**config.mk**
```make
export PLATFORM = sky130hd
export DESIGN_NAME = register_file
export DESIGN_NICKNAME = d
export VERILOG_FILES = /design/src/rtl/regfile_pkg.sv /design/src/rtl/regfile_fsm.sv /design/src/rtl/register_file.sv
export SDC_FILE = /design/constraint.sdc
export NUM_CORES = 1
export LEC_CHECK = 0
export BUFFER_PORTS_ARGS = -buffer_cell sky130_fd_sc_hd__clkbuf_2
export CAP_MARGIN = 20
export CORE_MARGIN = 2
export CORE_UTILIZATION = 46
export DETAILED_ROUTE_END_ITERATION = 6
export GPL_TIMING_DRIVEN = 0
export PLACE_DENSITY = 0.67
export SKIP_CTS_REPAIR_TIMING = 1
export SYNTH_ARGS = -nofsm -noshare
export SYNTH_HDL_FRONTEND = slang
export SYNTH_SLANG_ARGS = --single-unit
```
**constraint.sdc**
```tcl
create_clock -name clk -period 2.2 [get_ports clk]
set_input_delay 0.44 -clock clk [delete_from_list [all_inputs] [get_ports clk]]
set_output_delay 0.44 -clock clk [all_outputs]
set_load 0.03 [all_outputs]
```
**src/rtl/regfile_pkg.sv**
```systemverilog
// Shared types for the register file: command opcodes and FSM states.
// Optional feature macro: REGFILE_SWAP_EN (enables the SWAP command).
package regfile_pkg;

  localparam int unsigned OP_W = 2;

  typedef enum logic [OP_W-1:0] {
    OP_NOP  = 2'b00,
    OP_MOV  = 2'b01,
    OP_LOAD = 2'b10,
    OP_SWAP = 2'b11
  } cmd_op_e;

`ifdef REGFILE_SWAP_EN
  typedef enum logic [1:0] {
    ST_IDLE   = 2'd0,
    ST_READ   = 2'd1,
    ST_WRITE  = 2'd2,
    ST_WRITE2 = 2'd3
  } state_e;
`else
  typedef enum logic [1:0] {
    ST_IDLE  = 2'd0,
    ST_READ  = 2'd1,
    ST_WRITE = 2'd2
  } state_e;
`endif

endpackage

```
**src/rtl/regfile_fsm.sv**
```systemverilog
// Command sequencer for the register file: captures commands, steps through
// read/write phases and stalls writes that collide with an accumulator write.
// Optional feature macro: REGFILE_SWAP_EN (adds the WRITE2 phase for SWAP).
module regfile_fsm
  import regfile_pkg::*;
#(
  parameter int unsigned AW      = 3,
  parameter int unsigned ACC_IDX = 7
) (
  input  logic            clk,
  input  logic            rst_n,
  input  logic            i_cmd_valid,
  input  logic [OP_W-1:0] i_cmd_op,
  input  logic [AW-1:0]   i_cmd_src,
  input  logic [AW-1:0]   i_cmd_dst,
  input  logic            i_acc_we,
  output logic            o_cmd_ready_c,
  output logic            o_cmd_done_c,
  output logic            o_cap_imm_c,
  output logic            o_cap_rd_c,
  output logic            o_wr_en_c,
`ifdef REGFILE_SWAP_EN
  output logic            o_wr_b_c,
  output logic [AW-1:0]   o_dst,
`endif
  output logic [AW-1:0]   o_wr_idx_c,
  output logic [AW-1:0]   o_src
);

  localparam logic [AW-1:0] ACC = AW'(ACC_IDX);

  state_e        r_state;
  state_e        w_next;
  cmd_op_e       r_op;
  cmd_op_e       w_op_eff;
  logic [AW-1:0] r_src;
  logic [AW-1:0] r_dst;
  logic          w_accept;

  assign w_accept = i_cmd_valid && (r_state == ST_IDLE);
  assign o_src    = r_src;
`ifdef REGFILE_SWAP_EN
  assign o_dst    = r_dst;
  assign w_op_eff = cmd_op_e'(i_cmd_op);
`else
  // Without the swap datapath, op 11 degrades to a NOP.
  assign w_op_eff = (cmd_op_e'(i_cmd_op) == OP_SWAP) ? OP_NOP : cmd_op_e'(i_cmd_op);
`endif

  // State register.
  always_ff @(posedge clk or negedge rst_n) begin
    if (!rst_n) begin
      r_state <= ST_IDLE;
    end else begin
      r_state <= w_next;
    end
  end

  // Command field capture, only on accept.
  always_ff @(posedge clk or negedge rst_n) begin
    if (!rst_n) begin
      r_op  <= OP_NOP;
      r_src <= '0;
      r_dst <= '0;
    end else if (w_accept) begin
      r_op  <= w_op_eff;
      r_src <= i_cmd_src;
      r_dst <= i_cmd_dst;
    end
  end

  // Next-state and phase controls; a write to the accumulator waits out acc_we.
  always_comb begin
    w_next        = r_state;
    o_cmd_ready_c = 1'b0;
    o_cmd_done_c  = 1'b0;
    o_cap_imm_c   = 1'b0;
    o_cap_rd_c    = 1'b0;
    o_wr_en_c     = 1'b0;
    o_wr_idx_c    = r_dst;
`ifdef REGFILE_SWAP_EN
    o_wr_b_c      = 1'b0;
`endif
    case (r_state)
      ST_IDLE: begin
        o_cmd_ready_c = 1'b1;
        if (i_cmd_valid) begin
          case (w_op_eff)
            OP_MOV:  w_next = ST_READ;
            OP_SWAP: w_next = ST_READ;
            OP_LOAD: begin
              o_cap_imm_c = 1'b1;
              w_next      = ST_WRITE;
            end
            default: w_next = ST_WRITE;
          endcase
        end
      end
      ST_READ: begin
        o_cap_rd_c = 1'b1;
        w_next     = ST_WRITE;
      end
      ST_WRITE: begin
        if (!((r_op != OP_NOP) && (r_dst == ACC) && i_acc_we)) begin
          o_wr_en_c = (r_op != OP_NOP);
`ifdef REGFILE_SWAP_EN
          if (r_op == OP_SWAP) begin
            w_next = ST_WRITE2;
          end else begin
            o_cmd_done_c = 1'b1;
            w_next       = ST_IDLE;
          end
`else
          o_cmd_done_c = 1'b1;
          w_next       = ST_IDLE;
`endif
        end
      end
`ifdef REGFILE_SWAP_EN
      ST_WRITE2: begin
        o_wr_idx_c = r_src;
        o_wr_b_c   = 1'b1;
        if (!((r_src == ACC) && i_acc_we)) begin
          o_wr_en_c    = 1'b1;
          o_cmd_done_c = 1'b1;
          w_next       = ST_IDLE;
        end
      end
`endif
      default: w_next = ST_IDLE;
    endcase
  end

endmodule

```
**src/rtl/register_file.sv**
```systemverilog
// Small register file with a command sequencer (NOP/MOV/LOAD/SWAP), a direct
// accumulator write port and a combinational debug read port.
// Optional feature macro: REGFILE_SWAP_EN (enables SWAP; otherwise op 11 is a NOP).
module register_file
  import regfile_pkg::*;
#(
  parameter  int unsigned DATA_W   = 8,
  parameter  int unsigned NUM_REGS = 8,
  parameter  int unsigned ACC_IDX  = NUM_REGS - 1,
  localparam int unsigned AW       = $clog2(NUM_REGS)
) (
  input  logic              clk,
  input  logic              reset,
  input  logic              cmd_valid,
  output logic              cmd_ready,
  input  logic [OP_W-1:0]   cmd_op,
  input  logic [AW-1:0]     cmd_src,
  input  logic [AW-1:0]     cmd_dst,
  input  logic [DATA_W-1:0] cmd_imm,
  output logic              cmd_done,
  input  logic              acc_we,
  input  logic [DATA_W-1:0] acc_in,
  output logic [DATA_W-1:0] acc_out,
  input  logic [AW-1:0]     rd_addr,
  output logic [DATA_W-1:0] rd_data
);

  localparam logic [AW-1:0] ACC_A = AW'(ACC_IDX);

  logic [DATA_W-1:0] r_regs [NUM_REGS];
  logic [DATA_W-1:0] r_tmp_a;
  logic [DATA_W-1:0] w_wr_data;
  logic [DATA_W-1:0] w_src_val;
  logic [AW-1:0]     w_src;
  logic [AW-1:0]     w_wr_idx;
  logic              w_cap_imm;
  logic              w_cap_rd;
  logic              w_wr_en;
  logic              w_wr_ok;
  logic              w_rd_ok;
  logic              w_src_ok;
`ifdef REGFILE_SWAP_EN
  logic [DATA_W-1:0] r_tmp_b;
  logic [DATA_W-1:0] w_dst_val;
  logic [AW-1:0]     w_dst;
  logic              w_dst_ok;
  logic              w_wr_b;
`endif

  regfile_fsm #(
    .AW      (AW),
    .ACC_IDX (ACC_IDX)
  ) u_fsm (
    .clk           (clk),
    .rst_n         (reset),
    .i_cmd_valid   (cmd_valid),
    .i_cmd_op      (cmd_op),
    .i_cmd_src     (cmd_src),
    .i_cmd_dst     (cmd_dst),
    .i_acc_we      (acc_we),
    .o_cmd_ready_c (cmd_ready),
    .o_cmd_done_c  (cmd_done),
    .o_cap_imm_c   (w_cap_imm),
    .o_cap_rd_c    (w_cap_rd),
    .o_wr_en_c     (w_wr_en),
`ifdef REGFILE_SWAP_EN
    .o_wr_b_c      (w_wr_b),
    .o_dst         (w_dst),
`endif
    .o_wr_idx_c    (w_wr_idx),
    .o_src         (w_src)
  );

  // Index range checks; a power-of-two array has no out-of-range indices.
  if (NUM_REGS == (1 << AW)) begin : g_full
    assign w_rd_ok  = 1'b1;
    assign w_wr_ok  = 1'b1;
    assign w_src_ok = 1'b1;
`ifdef REGFILE_SWAP_EN
    assign w_dst_ok = 1'b1;
`endif
  end else begin : g_part
    localparam logic [AW:0] NREGS = (AW+1)'(NUM_REGS);
    assign w_rd_ok  = {1'b0, rd_addr}  < NREGS;
    assign w_wr_ok  = {1'b0, w_wr_idx} < NREGS;
    assign w_src_ok = {1'b0, w_src}    < NREGS;
`ifdef REGFILE_SWAP_EN
    assign w_dst_ok = {1'b0, w_dst}    < NREGS;
`endif
  end

  assign rd_data   = w_rd_ok  ? r_regs[rd_addr] : '0;
  assign acc_out   = r_regs[ACC_A];
  assign w_src_val = w_src_ok ? r_regs[w_src] : '0;
`ifdef REGFILE_SWAP_EN
  assign w_dst_val = w_dst_ok ? r_regs[w_dst] : '0;
  assign w_wr_data = w_wr_b ? r_tmp_b : r_tmp_a;
`else
  assign w_wr_data = r_tmp_a;
`endif

  // Storage: sequencer write plus accumulator port (never the same register together).
  always_ff @(posedge clk or negedge reset) begin
    if (!reset) begin
      for (int i = 0; i < NUM_REGS; i++) begin
        r_regs[i] <= '0;
      end
    end else begin
      if (w_wr_en && w_wr_ok) begin
        r_regs[w_wr_idx] <= w_wr_data;
      end
      if (acc_we) begin
        r_regs[ACC_A] <= acc_in;
      end
    end
  end

  // Operand A: immediate on LOAD accept, source register in READ.
  always_ff @(posedge clk or negedge reset) begin
    if (!reset) begin
      r_tmp_a <= '0;
    end else if (w_cap_imm) begin
      r_tmp_a <= cmd_imm;
    end else if (w_cap_rd) begin
      r_tmp_a <= w_src_val;
    end
  end

`ifdef REGFILE_SWAP_EN
  // Operand B: destination register in READ, written back to source in WRITE2.
  always_ff @(posedge clk or negedge reset) begin
    if (!reset) begin
      r_tmp_b <= '0;
    end else if (w_cap_rd) begin
      r_tmp_b <= w_dst_val;
    end
  end
`endif

endmodule
```
==> results.json, run 1 <==
{
  "outcome": "finished clean",
  "grt_overflow": 0,
  "max_slew.worst_pin.slew_ps": 1040,
  "initial_utilization_pct": 47.5,
  "peakVddDrop_uv": 591,
  "internal-power_w": 0.00362,
  "synth-compound-area-share_pct": 6.98,
  "postLayoutCoreUtil_pct": 55.2,
  "ys_seq_area_share_pct": 46.7,
  "synth_nets": 325,
  "synth_async_sr_flop_share_pct": 100,
  "avgViaCountPerCell": 6.17,
  "swShare_pct": 31.7,
  "antenna_found_initial": 0,
  "finalCritPeriodShare_pct": 98.4,
  "cp.arrival_ps": 1720,
  "slew_headroom_pct": 30.8,
  "cp_max_fo": 10,
  "numPlacedInstances": 470,
  "hold_path_class": "in -> async",
  "clock_latency_ps": 360,
  "seq_area_um2": 2050,
  "startpoint_type": "input pin",
  "p_switching_w": 0.00168,
  "p_per_area_nw_per_um2": 1040,
  "detail_route.wl_per_cell_um": 22.5,
  "coreArea_um2": 9240,
  "grt_pass1_wl_mm": 17.2,
  "wirelength_mm": 11.0,
  "dp_hpwl_mm": 7.28,
  "synth_fa_ha_area_share_pct": 0,
  "cts_tree": "yes",
  "power.leakage_nw": 2.38,
  "num_rows": 35,
  "tns_ps": 0,
  "synth_edf_count": 0,
  "htreeDepth": 3,
  "clk_path_buf_depth": 2,
  "setup_violations": 0,
  "cts_buffers": 9,
  "die_area_um2": 10300,
  "drt_first_pass_iters": 5,
  "synth_xor_area_share_pct": 0,
  "dr.first_iter.drc_count": 159,
  "clk_pin_slew_worst_paths_ps": 80,
  "yosys.area_share.simple_pct": 6.47,
  "cts_root_buf": "clkbuf_8",
  "ys_ff_latch": 82,
  "post-route-min-period_ps": 2160,
  "postSynthCellCount": 294,
  "clock_power_share_pct": 20.7,
  "io_pins": 49,
  "muxShareOfSynthArea_pct": 35.0,
  "grt_max_degree": 56,
  "fillers": 771,
  "portBuffers": 45,
  "finClkSkew_ps": 11.2,
  "critPathKind": "in -> out",
  "fmaxAchievable_mhz": 462,
  "hold_viol": 0,
  "die_y_um": 102,
  "final_antenna_net_count": 0,
  "vias": 3006,
  "gp_congestion": 0.829,
  "avgSynthCellArea_um2": 14.9,
  "diodes": 0,
  "cp_data_required_time_ps": 1760,
  "yosysUniqueCellTypes": 39,
  "multi_input_area_um2": 2130,
  "fin_cells": 487,
  "nNetsFinal": 386,
  "grt_util_all_layers_pct": 23.0,
  "max_cap_viol_count": 0,
  "syn-cell-area_um2": 4390,
  "yosys_warnings": 0,
  "synthFlopType": "dfrtp_1",
  "slew_violations": 0,
  "endpoint_kind": "output port",
  "grt_pass1_vias": 3101,
  "drc": 0,
  "p_total_w": 0.00530,
  "synthToLayoutAreaGrowth_pct": 16.1,
  "comb_power_share_pct": 32.4,
  "fp.dieW_um": 102,
  "clock-sinks": 82,
  "synth_top_family_by_area": "multiplexers",
  "pwr-share-seq_pct": 47.0,
  "drive_gt1_share_pct": 55.0
}
==> cell usage after synthesis, types with 2 or more instances <==
| cell type | n | area, um2 |
|---|---|---|
| clkbuf_1 | 7 | 26.3 |
| buf_4 | 8 | 60.1 |
| mux2_2 | 70 | 788 |
| buf_1 | 2 | 7.51 |
| mux4_1 | 7 | 184 |
| nand2b_1 | 2 | 12.5 |
| a221o_1 | 8 | 80.1 |
| dfrtp_1 | 82 | 2050 |
| buf_6 | 6 | 67.6 |
| a22o_1 | 8 | 70.1 |
| buf_2 | 5 | 25.0 |
| nor3b_1 | 2 | 15.0 |
| a31oi_1 | 8 | 50.1 |
| and3b_2 | 3 | 30.0 |
| mux4_2 | 25 | 563 |
| a21o_1 | 2 | 15.0 |
| o21ai_0 | 8 | 40.0 |
| nand3_1 | 9 | 45.0 |
| nor2_1 | 11 | 41.3 |
| a21oi_1 | 2 | 10.0 |
==> routing by layer <==
layer	up-vias	wire [um]	global-route usage [%]
li1	1273	-	-
met1	1600	4560	30.8
met2	111	5570	37.3
met3	22	615	3.38
met4	0	225	10.7
met5	-	0	0
==> worst max-delay path: stages <==
cell and delay [ps]:
clkbuf_2 230, buf_4 270, mux4_2 320, mux2_2 280
clkbuf_2 180
==> sequential cells by signal (all words and copies together), names as in the netlist <==
register and cells:
u_fsm.r_state 2, r_tmp_a 8, acc_out 8, u_fsm.o_src 3, u_fsm.o_wr_idx_c 3, u_fsm.r_op 2, r_regs 56
==> final cells by class <==
class | instances | share of cell area (%)
Sequential cell | 82 | 40.2
Inverter | 2 | 0.147
Multi-Input combinational cell | 181 | 41.8
Clock buffer | 11 | 2.97
Tap cell | 129 | 3.17
Buffer | 27 | 4.56
Timing Repair Buffer | 52 | 6.28
Clock inverter | 3 | 0.785
==> cell usage in the layout (no fill, tap or decap), types with 2 or more instances in the layout <==
master     n
a31oi_1    8
dfrtp_1   82
nor2_1    11
mux2_2    70
mux4_1     7
buf_12     2
buf_2      6
buf_4     16
buf_6      6
clkinv_2   2
clkbuf_1   3
nand3_1    9
o21ai_0    8
clkbuf_2  41
clkbuf_8  11
nor3b_1    2
and3b_2    3
a221o_1    8
mux4_2    25
a22o_1     8
a21o_1     2
==> worst paths after layout <==
| check | from | endpoint | slack [ps] | depth (start not counted) |
|---|---|---|---|---|
| min in group clk | cmd_src[0] | u_fsm.o_src[0] | 310 | 2 |
| worst max-delay path | rd_addr[1] | rd_data[7] | 40 | 5 |
| worst max register to register | u_fsm.r_state[0] | r_regs[39] | 220 | 4 |
| max in group asynchronous | reset | r_regs[31] | 1550 | 2 |
| worst min register to register | r_regs[45] | r_regs[45] | 530 | 1 |
| worst min-delay path | reset | r_regs[48] | 40 | 1 |
==> power by group through the flow <==
stage                     logic (W)  clock network, W  registers, W
after CTS                   0.00171           0.00111       0.00246
after floorplan             0.00139                 0       0.00231
after detailed placement    0.00170                 0       0.00249
final                       0.00171           0.00110       0.00249
after global routing        0.00184           0.00118       0.00256
after global placement      0.00166                 0       0.00247
==> cell families after synthesis <==
logic type             after synthesis
muxes                              102
DFF                                 82
AOI/OAI and AO/OA                   41
and+or+nand+nor                     38
buffers and inverters               31
==> through the flow <==
step / hold WS [ps] / worst slack, ps / cell area (um2)
after floorplan: 144 / 24.2 / 4390
after global placement: 507 / -510 / 4780
after detailed placement: 423 / -507 / 4820
after CTS: 40.0 / -510 / 5010
after global routing: 64.8 / -5.32 / 5100
final: 39.5 / 35.0 / 5100
(Power assumes the default switching activity.)
==> run 2: changes to the inputs <==
Settings changed: SYNTH_HIERARCHICAL from default to 1.
==> run 2 against run 1 <==
Net effect: non-clock buffer count is 8 higher; global-route usage fell by 1.9 points; sequential share of layout area fell by 1.7 points; total power grew 16%.
==> results.json, run 2 <==
{
  "outcome": "finished clean",
  "clock_power_share_pct": 23.6,
  "fmaxAchievable_mhz": 460,
  "synth_common_cells": "82 x dfrtp_1, 79 x mux2_2, 18 x nor2b_1",
  "endpoint_kind": "output port",
  "fp.dieW_um": 103,
  "timing.final.ws_setup_ps": 24.7,
  "grtUsageMet1_pct": 28.3,
  "postSynthCellCount": 322,
  "reg2reg_to": "r_regs[31]",
  "p_total_w": 0.00613,
  "fillers": 840,
  "clk_pin_slew_worst_paths_ps": 80,
  "clock-sinks": 82,
  "synth_async_sr_flop_share_pct": 100,
  "cts_tree": "yes",
  "max_cap_viol_count": 0,
  "reg2reg_setup_slack_ps": 110,
  "postLayoutCoreUtil_pct": 55.2,
  "setup_violations": 0,
  "synthFlopType": "dfrtp_1",
  "yosysMostFrequentCell": "dfrtp_1",
  "grt_use_met3_pct": 4.00,
  "ys_ff_latch": 82,
  "grt_max_degree": 53,
  "layout_commonest_cell": "dfrtp_1",
  "largest_register_ffs": 56,
  "hold_path_class": "in -> async",
  "drive_gt1_share_pct": 52.4,
  "synthDominantCellAreaShare_pct": 45.6,
  "grt_util_met2_pct": 35.2,
  "final_antenna_net_count": 0,
  "antenna_found_initial": 0,
  "nNetsFinal": 423,
  "rr_worst_depth": 7,
  "syn-cell-area_um2": 4500,
  "tns_ps": 0,
  "post-route-min-period_ps": 2180,
  "drc": 0,
  "portBuffers": 45,
  "grt_overflow": 0,
  "grt_pass1_vias": 3036,
  "grt_util_all_layers_pct": 21.1,
  "hold_viol": 0,
  "cp_data_required_time_ps": 1760,
  "slew_violations": 0,
  "cp_max_fo": 3,
  "diodes": 0,
  "dp_hpwl_mm": 7.12,
  "synthToLayoutAreaGrowth_pct": 18.3,
  "synth_nets": 353,
  "max_slew.worst_pin.slew_ps": 590,
  "die_area_um2": 10600,
  "clk_path_buf_depth": 2,
  "dr.first_iter.drc_count": 121,
  "synth.area.top_cells": "dfrtp_1 46%, mux2_2 20%, mux4_1 9.4%",
  "startpoint_type": "flip-flop",
  "cts_buffers": 9,
  "worstReg2RegStart": "u_fsm/r_state[0]",
  "seq_area_um2": 2050,
  "cp.arrival_ps": 1740,
  "p_per_area_nw_per_um2": 1150,
  "detail_route.wl_per_cell_um": 19.7,
  "initial_utilization_pct": 46.6,
  "ys_seq_area_share_pct": 45.6,
  "cts_root_buf": "clkbuf_8",
  "yosysUniqueCellTypes": 35,
  "num_rows": 36,
  "internal-power_w": 0.00422,
  "drt_first_pass_iters": 4,
  "critPathKind": "reg -> out",
  "avgSynthCellArea_um2": 14.0,
  "htreeDepth": 3,
  "pre_cts_slack_ps": -343,
  "power.leakage_nw": 2.50,
  "mostFrequentLayoutCells": "82 x dfrtp_1, 77 x mux2_2, 39 x clkbuf_2",
  "avgViaCountPerCell": 5.55,
  "yosys_warnings": 6,
  "clock_latency_ps": 360,
  "synth_edf_count": 0,
  "grt.busiest_layer": "met2",
  "io_pins": 49,
  "gp_congestion": 0.759,
  "comb_power_share_pct": 34.0,
  "yosysTopAreaCell": "dfrtp_1",
  "coreArea_um2": 9640,
  "multi_input_area_um2": 2230,
  "swShare_pct": 31.2,
  "grt_pass1_wl_mm": 16.2,
  "finalCritPeriodShare_pct": 98.9,
  "finClkSkew_ps": 6.64,
  "p_switching_w": 0.00191,
  "peakVddDrop_uv": 607,
  "vias": 2944,
  "pwr-share-seq_pct": 42.5,
  "slew_headroom_pct": 60.5,
  "die_y_um": 103,
  "top_register": "r_regs",
  "wirelength_mm": 10.4
}
[run 2: critical path, stage by stage, from the launching register on]
cell	delay (ps)
dfrtp_1	400
mux4_2	510
mux2_2	300
buf_4	170
[run 2: cells by family (layout without fill, tap and decap cells)]
kind of cell / count (synthesis) / count (layout) / share of synthesized area [%]
simple gates: 57 / 57 / 9.16
buf+inv: 29 / 104 / 4.31
compound gates: 43 / 43 / 5.96
flops: 82 / 82 / 45.6
mux: 111 / 111 / 34.9
[run 2: how the worst max path moves through the flow]
stage                      from         end  slack (ps)  depth (start not counted)
3_5_place_dp          cmd_valid  r_tmp_a[7]        -340                          8
2_1_floorplan        rd_addr[0]  rd_data[0]         200                          4
4_1_cts        u_fsm/r_state[0]  r_tmp_a[7]        -260                          7
5_1_grt              r_regs[35]  rd_data[3]         -10                          3
6_report             r_regs[35]  rd_data[3]          20                          3
3_3_place_gp          cmd_valid  r_tmp_a[7]        -270                          8
[run 2: area by class of cell]
cell class	count	share of cell area, %
Sequential cell	82	38.6
Clock inverter	5	2.35
Buffer	28	3.86
Inverter	1	0.0706
Clock buffer	11	2.66
Tap cell	133	3.13
Multi-Input combinational cell	211	42.0
Timing Repair Buffer	59	7.39
[run 2: stage by stage]
step	cells	hold slack [ps]	instance area (um2)
after global placement	500	484	4890
final	530	51.5	5320
after floorplan	322	144	4500
after global routing	530	81.3	5320
after CTS	517	63.4	5180
after detailed placement	501	449	4920
[run 2: power groups by stage]
stage,Combinational (W),Clock [W],Sequential [W]
after floorplan,0.00157,0,0.00241
after global placement,0.00190,0,0.00257
after detailed placement,0.00195,0,0.00261
after CTS,0.00196,0.00147,0.00258
after global routing,0.00223,0.00154,0.00269
final,0.00208,0.00144,0.00261
[run 2: metal layers]
metal / routed length, um / vias to the layer above
li1: - / 1351
met1: 4660 / 1506
met2: 5180 / 74
met3: 459 / 13
met4: 134 / 0
met5: 0 / -
